===== src/rtl/instr_fetch_if.sv =====
// Fetch-stage bus bundle: instruction-memory read port, redirect input and
// the decode-facing valid/ready port with occupancy.
interface instr_fetch_if #(
    parameter int unsigned INSTR_W = 17,
    parameter int unsigned ADDR_W  = 5,
    parameter int unsigned DEPTH   = 4
);
    localparam int unsigned CNT_W = $clog2(DEPTH) + 1;

    logic               imem_req;
    logic [ADDR_W-1:0]  imem_addr;
    logic [INSTR_W-1:0] imem_rdata;
    logic               redirect_valid;
    logic [ADDR_W-1:0]  redirect_pc;
    logic               out_valid;
    logic               out_ready;
    logic [INSTR_W-1:0] out_instr;
    logic [ADDR_W-1:0]  out_pc;
    logic [CNT_W-1:0]   count;

    modport master (
        output imem_req, imem_addr, out_valid, out_instr, out_pc, count,
        input  imem_rdata, redirect_valid, redirect_pc, out_ready
    );

    modport slave (
        input  imem_req, imem_addr, out_valid, out_instr, out_pc, count,
        output imem_rdata, redirect_valid, redirect_pc, out_ready
    );
endinterface


===== src/rtl/instr_fetch.sv =====
// Instruction fetch: PC sequencing, one-cycle-latency imem reads and a
// credit-checked prefetch FIFO presented to decode over valid/ready.
module instr_fetch #(
    parameter int unsigned INSTR_W = 17,
    parameter int unsigned ADDR_W  = 5,
    parameter int unsigned DEPTH   = 4
) (
    input logic           clk,
    input logic           rst,
    instr_fetch_if.master bus
);
    localparam int unsigned PTR_W  = $clog2(DEPTH);
    localparam int unsigned CNT_W  = PTR_W + 1;
    localparam int unsigned USED_W = CNT_W + 1;

    logic [ADDR_W-1:0]  fetch_pc_q;
    logic               inflight_q;
    logic [ADDR_W-1:0]  inflight_pc_q;
    logic [PTR_W-1:0]   rd_ptr_q, wr_ptr_q;
    logic [CNT_W-1:0]   count_q;
    logic [ADDR_W-1:0]  pc_mem_q    [DEPTH];
    logic [INSTR_W-1:0] instr_mem_q [DEPTH];

    logic              issue, push, pop, out_valid;
    logic [USED_W-1:0] used;

    always_comb begin
        // Credit counts the in-flight read so a response always has a slot.
        used      = USED_W'(count_q) + USED_W'(inflight_q);
        issue     = !rst && !bus.redirect_valid && (used < USED_W'(DEPTH));
        push      = inflight_q && !bus.redirect_valid;
        out_valid = !rst && (count_q != '0);
        pop       = out_valid && bus.out_ready;
    end

    always_ff @(posedge clk) begin
        if (rst) begin
            fetch_pc_q    <= '0;
            inflight_q    <= 1'b0;
            inflight_pc_q <= '0;
            rd_ptr_q      <= '0;
            wr_ptr_q      <= '0;
            count_q       <= '0;
        end else if (bus.redirect_valid) begin
            fetch_pc_q <= bus.redirect_pc;
            inflight_q <= 1'b0;
            rd_ptr_q   <= '0;
            wr_ptr_q   <= '0;
            count_q    <= '0;
        end else begin
            inflight_q <= issue;
            if (issue) begin
                inflight_pc_q <= fetch_pc_q;
                fetch_pc_q    <= fetch_pc_q + ADDR_W'(1);
            end
            if (push) wr_ptr_q <= wr_ptr_q + PTR_W'(1);
            if (pop)  rd_ptr_q <= rd_ptr_q + PTR_W'(1);
            if (push && !pop)      count_q <= count_q + CNT_W'(1);
            else if (!push && pop) count_q <= count_q - CNT_W'(1);
        end
    end

    always_ff @(posedge clk) begin
        if (push) begin
            pc_mem_q[wr_ptr_q]    <= inflight_pc_q;
            instr_mem_q[wr_ptr_q] <= bus.imem_rdata;
        end
    end

    always_comb begin
        bus.imem_req  = issue;
        bus.imem_addr = fetch_pc_q;
        bus.out_valid = out_valid;
        bus.out_instr = instr_mem_q[rd_ptr_q];
        bus.out_pc    = pc_mem_q[rd_ptr_q];
        bus.count     = rst ? '0 : count_q;
    end
endmodule


===== src/flat_wrapper.sv =====
// flat-port wrapper written by rule: the top's interface ports become plain ports
module instr_fetch_flat 
#(
    parameter int unsigned INSTR_W = 17,
    parameter int unsigned ADDR_W  = 5,
    parameter int unsigned DEPTH   = 4
)
  (clk, rst, bus_imem_req, bus_imem_addr, bus_out_valid, bus_out_instr, bus_out_pc, bus_count, bus_imem_rdata, bus_redirect_valid, bus_redirect_pc, bus_out_ready);
  instr_fetch_if #(.INSTR_W(INSTR_W), .ADDR_W(ADDR_W), .DEPTH(DEPTH)) bus_i ();
  input logic clk;
  input logic rst;
  output wire logic [$bits(bus_i.imem_req)-1:0] bus_imem_req;
  output wire logic [$bits(bus_i.imem_addr)-1:0] bus_imem_addr;
  output wire logic [$bits(bus_i.out_valid)-1:0] bus_out_valid;
  output wire logic [$bits(bus_i.out_instr)-1:0] bus_out_instr;
  output wire logic [$bits(bus_i.out_pc)-1:0] bus_out_pc;
  output wire logic [$bits(bus_i.count)-1:0] bus_count;
  input wire logic [$bits(bus_i.imem_rdata)-1:0] bus_imem_rdata;
  input wire logic [$bits(bus_i.redirect_valid)-1:0] bus_redirect_valid;
  input wire logic [$bits(bus_i.redirect_pc)-1:0] bus_redirect_pc;
  input wire logic [$bits(bus_i.out_ready)-1:0] bus_out_ready;
  assign bus_imem_req = bus_i.imem_req;
  assign bus_imem_addr = bus_i.imem_addr;
  assign bus_out_valid = bus_i.out_valid;
  assign bus_out_instr = bus_i.out_instr;
  assign bus_out_pc = bus_i.out_pc;
  assign bus_count = bus_i.count;
  assign bus_i.imem_rdata = bus_imem_rdata;
  assign bus_i.redirect_valid = bus_redirect_valid;
  assign bus_i.redirect_pc = bus_redirect_pc;
  assign bus_i.out_ready = bus_out_ready;
  instr_fetch #(.INSTR_W(INSTR_W), .ADDR_W(ADDR_W), .DEPTH(DEPTH)) u_core (.clk(clk), .rst(rst), .bus(bus_i));
endmodule

===== config.mk =====
export PLATFORM = sky130hd
export DESIGN_NAME = instr_fetch_flat
export DESIGN_NICKNAME = d
export VERILOG_FILES = /design/src/rtl/instr_fetch_if.sv /design/src/rtl/instr_fetch.sv /design/src/flat_wrapper.sv
export SDC_FILE = /design/constraint.sdc
export NUM_CORES = 1
export LEC_CHECK = 0
export ABC_AREA = 1
export CELL_PAD_IN_SITES_DETAIL_PLACEMENT = 1
export CELL_PAD_IN_SITES_GLOBAL_PLACEMENT = 2
export CORE_MARGIN = 4
export CORE_UTILIZATION = 39
export DETAILED_ROUTE_END_ITERATION = 10
export PLACE_DENSITY_LB_ADDON = 0.1
export SLEW_MARGIN = 10
export SYNTH_ARGS = -nofsm -noshare
export SYNTH_HDL_FRONTEND = slang
export SYNTH_SLANG_ARGS = --single-unit

===== constraint.sdc =====
create_clock -name clk -period 3.5 [get_ports clk]
set_input_delay 0.7 -clock clk [delete_from_list [all_inputs] [get_ports clk]]
set_output_delay 0.7 -clock clk [all_outputs]
set_load 0.02 [all_outputs]

# Yosys cells after proc, flatten, opt, wreduce, memory -nomap -nowiden
# Memory sizes are Yosys's and may differ from the RTL's. A register that Yosys moved wholly into a read port is not among the register bits.
# Cells that the tools add are included.
# classes
n_addsub	6
order_cmp	1
n_mux	11
bitwise_logic	1
reduce_logical	16
# ops
operator	n
5-bit 2-to-1 mux	2
3-bit 2-to-1 mux	3
2-bit 2-to-1 mux	4
1-bit logical AND	7
5-bit by 1-bit adder with 5-bit output (second input constant)	1
2-bit by 1-bit adder with 2-bit output (second input constant)	2
3-bit by 1-bit adder with 4-bit output	1
1-bit logical NOT	4
4-bit by 3-bit < comparator with 1-bit output (second input constant)	1
2-bit nonzero test	2
3-bit by 1-bit adder with 3-bit output (second input constant)	1
3-bit nonzero test	1
3-bit by 1-bit subtractor with 3-bit output (second input constant)	1
1-bit 2-to-1 mux	2
2-bit AND reduction	1
2-bit OR reduction	1
1-bit inverter	1
# totals
register_bits	18
ramBits	88
output_inout_bits	32
n_memories	2
# mem_list
name	words	width	rd	rd_ports_with_merged_regs	write_ports	line	text
u_core.instr_mem_q	4	17	1	1	1	instr_fetch.sv:22	logic [INSTR_W-1:0] instr_mem_q [DEPTH];
u_core.pc_mem_q	4	5	1	1	1	instr_fetch.sv:21	logic [ADDR_W-1:0] pc_mem_q [DEPTH];

# Logic depth before layout (Yosys ltp)
# Gate-level depths: netlist (run 1).
# depth
word_depth	6
depth_mapped	11
ltp_nobuf	11

# Worst setup path before layout (run 1)
# OpenSTA, ideal clock, no wires.
# synth_path
path_type	input-to-reg
start	input bus_redirect_valid
end	memory u_core.instr_mem_q[0][0] (enable)
arrival_time_ps	2001
path_slack_ps	1098
path_stages	4
n_path_buf	1
cell_sequence	buf_6 nor2_1 inv_1 nor2_1
# synth_between
elab_chain_len	4
# synth_rtl
element	line	text
from (decl)	flat_wrapper.sv:19	input wire logic [$bits(bus_i.redirect_valid)-1:0] bus_redirect_valid;
1-bit logical NOT	instr_fetch.sv:31	push = inflight_q && !bus.redirect_valid;
1-bit logical AND	instr_fetch.sv:31	
net u_core.push	instr_fetch.sv:24	logic issue, push, pop, out_valid;
1-bit 2-to-1 mux	instr_fetch.sv:64	if (push) begin
1-bit 2-to-1 mux (implied by the code)	instr_fetch.sv:66	instr_mem_q[wr_ptr_q] <= bus.imem_rdata;
to (decl)	instr_fetch.sv:22	
# The timed path passes the listed nets, and every way through them passes these cells.

==> flow_summary.ini, run 1 <==
[yosys]
syn_avg_cell_area_sq_um = 12.1
synth_top_flop_cell = edfxtp_1
async_flop_share_pct = 0
synth-seq-cells = 108
synth_top_area_share_pct = 61.9
yosysTopAreaCell = edfxtp_1
syn_nets = 386
synth-warning-count = 0
netlist_area_sq_um = 4270
seq_area_frac_synth_pct = 71.3
synth_edf_count = 88
synthTopCellsByArea = edfxtp_1, dfxtp_1, o21ai_0, nor2_1, o22ai_1
syn_inst = 353
synth_cell_types = 22

[routing]
drc = 0
totalWireLength_microns = 9370
first_pass_iters = 4
avgViaCountPerCell = 5.07
num_vias = 2820
drt_iter0_drc = 148
wl_per_cell_microns = 16.9
ant_nets = 0

[floorplanning]
dieWidth_microns = 113
core_area_sq_um = 10500
initial_core_util_pct = 40.6
die_h_microns = 113
dieArea_sq_um = 12700
io_pins = 58
rows = 37

[clock_network]
htreeDepth = 3
clock_sink_count = 108
numCtsBuffers = 9
cts_buffer_depth = 2
clock_latency_ns = 0.35
path_clk_slew_ns = 0.08
hold_buffers = 0
root_buffer = clkbuf_8
ctsResizeCount = 0
tritoncts = built
post-cts-setup-buffers = 0

[pwr]
power.static_leakage_nw = 1.80
ir_drop_mv = 0.172
cellPowerDensity_nw_per_um2 = 441

[critical_path]
r2r-start = u_core.count_q[2]$_SDFFE_PP0P_
crit_buf_inv = 2
cp_slowest_cell = clkdlybuf4s50_1
reg2regPathDepth = 11
r2r_slack_ns = 1.53
startpoint_type = register
critPathCaptureType = output pin
cp.depth = 4
cp_top_family = buffers and inverters
critPathMaxStageDelay_ns = 0.65
worstPathCellList = buf_4, o21ai_0, o22ai_1, clkdlybuf4s50_1
worstPathMaxFanout = 36
cp.required_ns = 2.80
cp.arrival_ns = 2.33
path_class = register to output pin
cp-endpoint = bus_out_pc[2]
r2r_end = u_core.count_q[2]$_SDFFE_PP0P_

[timing]
slew_viol_final = 0
fin_skew_ns = 0.0101
worst_slew_pin_slew_ns = 0.756
period_minus_slack_ns = 3.03
rsz0062_at_grt = false
slew_headroom_pct = 49.6
timing.final.setup_violations = 0
hold_violations = 0
tns_ns = 0
fmax_ghz = 0.330
finalCritPeriodShare_pct = 86.6
whs_ns = 0.513

[finish]
final_cells = 556
antenna_cells = 0
multi_input_area_sq_um = 1080
final_nets = 449
final_cell_mix = edfxtp_1, nor2_1, clkdlybuf4s50_1
final_util_pct = 49.5
area_growth_pct = 21.8
fillers = 1112
final_common_cell = edfxtp_1
ff_latch_area_sq_um = 3040
drive_above_1_share_pct = 7.62

[placement]
gp_congestion = 0.728
hpwlAfterDp_microns = 5970
dp.cells = 541
io_buffers = 57

[flow_run]
cap_viol_max_count = 0

[hold_path]
hp-class = register to register

[grt]
antenna_found_initial = 0
first_global_vias = 3072
grt_first_pass_wirelength_microns = 15700
grt_max_degree = 43
gr-usage-all-layers_pct = 15.7
overflow = 0

[status]
status = finished clean
## routing by layer
| layer | vias to the layer above | wire, microns | global-route usage (%) |
|---|---|---|---|
| met4 | 0 | 99 | 3.77 |
| met5 | - | 0 | 0 |
| met3 | 10 | 339 | 4.15 |
| met1 | 1388 | 4000 | 18.1 |
| li1 | 1378 | - | - |
| met2 | 44 | 4940 | 28.8 |
## power by group
part	internal [W]	switching, W
sequential	0.00141	0.0000166
combinational	0.0000759	0.0000890
clock	0.000324	0.000380
## cells in the mapped netlist (2+ instances only)
cell / instances
edfxtp_1: 88
inv_1: 21
o21ai_0: 55
nand3_1: 13
ha_1: 6
a21oi_1: 14
nand2_1: 28
buf_6: 2
buf_2: 4
clkbuf_1: 9
nor2_1: 61
dfxtp_1: 20
nand4_1: 2
o22ai_1: 22
## final cells by class
type                            instances  share of cell area [%]
Multi-Input combinational cell        209                    20.8
Clock buffer                           10                    2.45
Timing Repair Buffer                   67                    12.4
Tap cell                              136                    3.27
Clock inverter                          5                    1.03
Sequential cell                       108                    58.5
Inverter                               21                    1.52
## cell families after synthesis
logic type / share of synthesized area (%)
AO/OA/AOI/OAI: 11.5
buffers and inverters: 3.63
flip-flops: 71.3
adder cells (fa/ha/maj): 2.23
XOR/XNOR: 0.205
AND/OR/NAND/NOR: 11.2
## tightest hold or removal path: cells and delay by family (launching register included)
kind	cells	cell delay (ns)
AO/OA/AOI/OAI	1	0.06
buffers and inverters	1	0.08
flip-flops	1	0.33
## how the worst min path moves through the flow
stage               slack [ns]  cells past startpoint                               to                                 start
global placement          0.50                      2  u_core.rd_ptr_q[0]$_SDFFE_PP0P_       u_core.rd_ptr_q[0]$_SDFFE_PP0P_
floorplan                 0.45                      0  u_core.pc_mem_q[0][3]$_DFFE_PP_  u_core.inflight_pc_q[3]$_SDFFE_PP0P_
CTS                       0.51                      2  u_core.rd_ptr_q[0]$_SDFFE_PP0P_       u_core.rd_ptr_q[0]$_SDFFE_PP0P_
finish                    0.51                      2  u_core.rd_ptr_q[0]$_SDFFE_PP0P_       u_core.rd_ptr_q[0]$_SDFFE_PP0P_
global route              0.54                      0  u_core.pc_mem_q[0][0]$_DFFE_PP_  u_core.inflight_pc_q[0]$_SDFFE_PP0P_
detailed placement        0.50                      2  u_core.rd_ptr_q[0]$_SDFFE_PP0P_       u_core.rd_ptr_q[0]$_SDFFE_PP0P_
## sequential cells by signal, indices dropped and copies added, names as in the netlist, named ones only
name                  flops
u_core.instr_mem_q       68
u_core.pc_mem_q          20
u_core.bus.imem_addr      5
u_core.inflight_pc_q      5
u_core.count_q            3
u_core.rd_ptr_q           2
u_core.wr_ptr_q           2
u_core.inflight_q         1
## metrics by stage
step	setup slack [ns]	total power, W	instance area [sq um]
5_1_grt	0.263	0.00240	5200
6_report	0.468	0.00229	5200
3_5_place_dp	0.477	0.00162	5020
3_3_place_gp	0.573	0.00162	5020
2_1_floorplan	1.10	0.00153	4270
4_1_cts	0.423	0.00233	5200
Power figures use the tool's default switching activity.
==> run 2: changes to the inputs <==
- SKIP_CTS_REPAIR_TIMING: default -> 1
==> results of run 2 <==
Same layout as run 1: the final DEF is identical, and so are final timing and power.
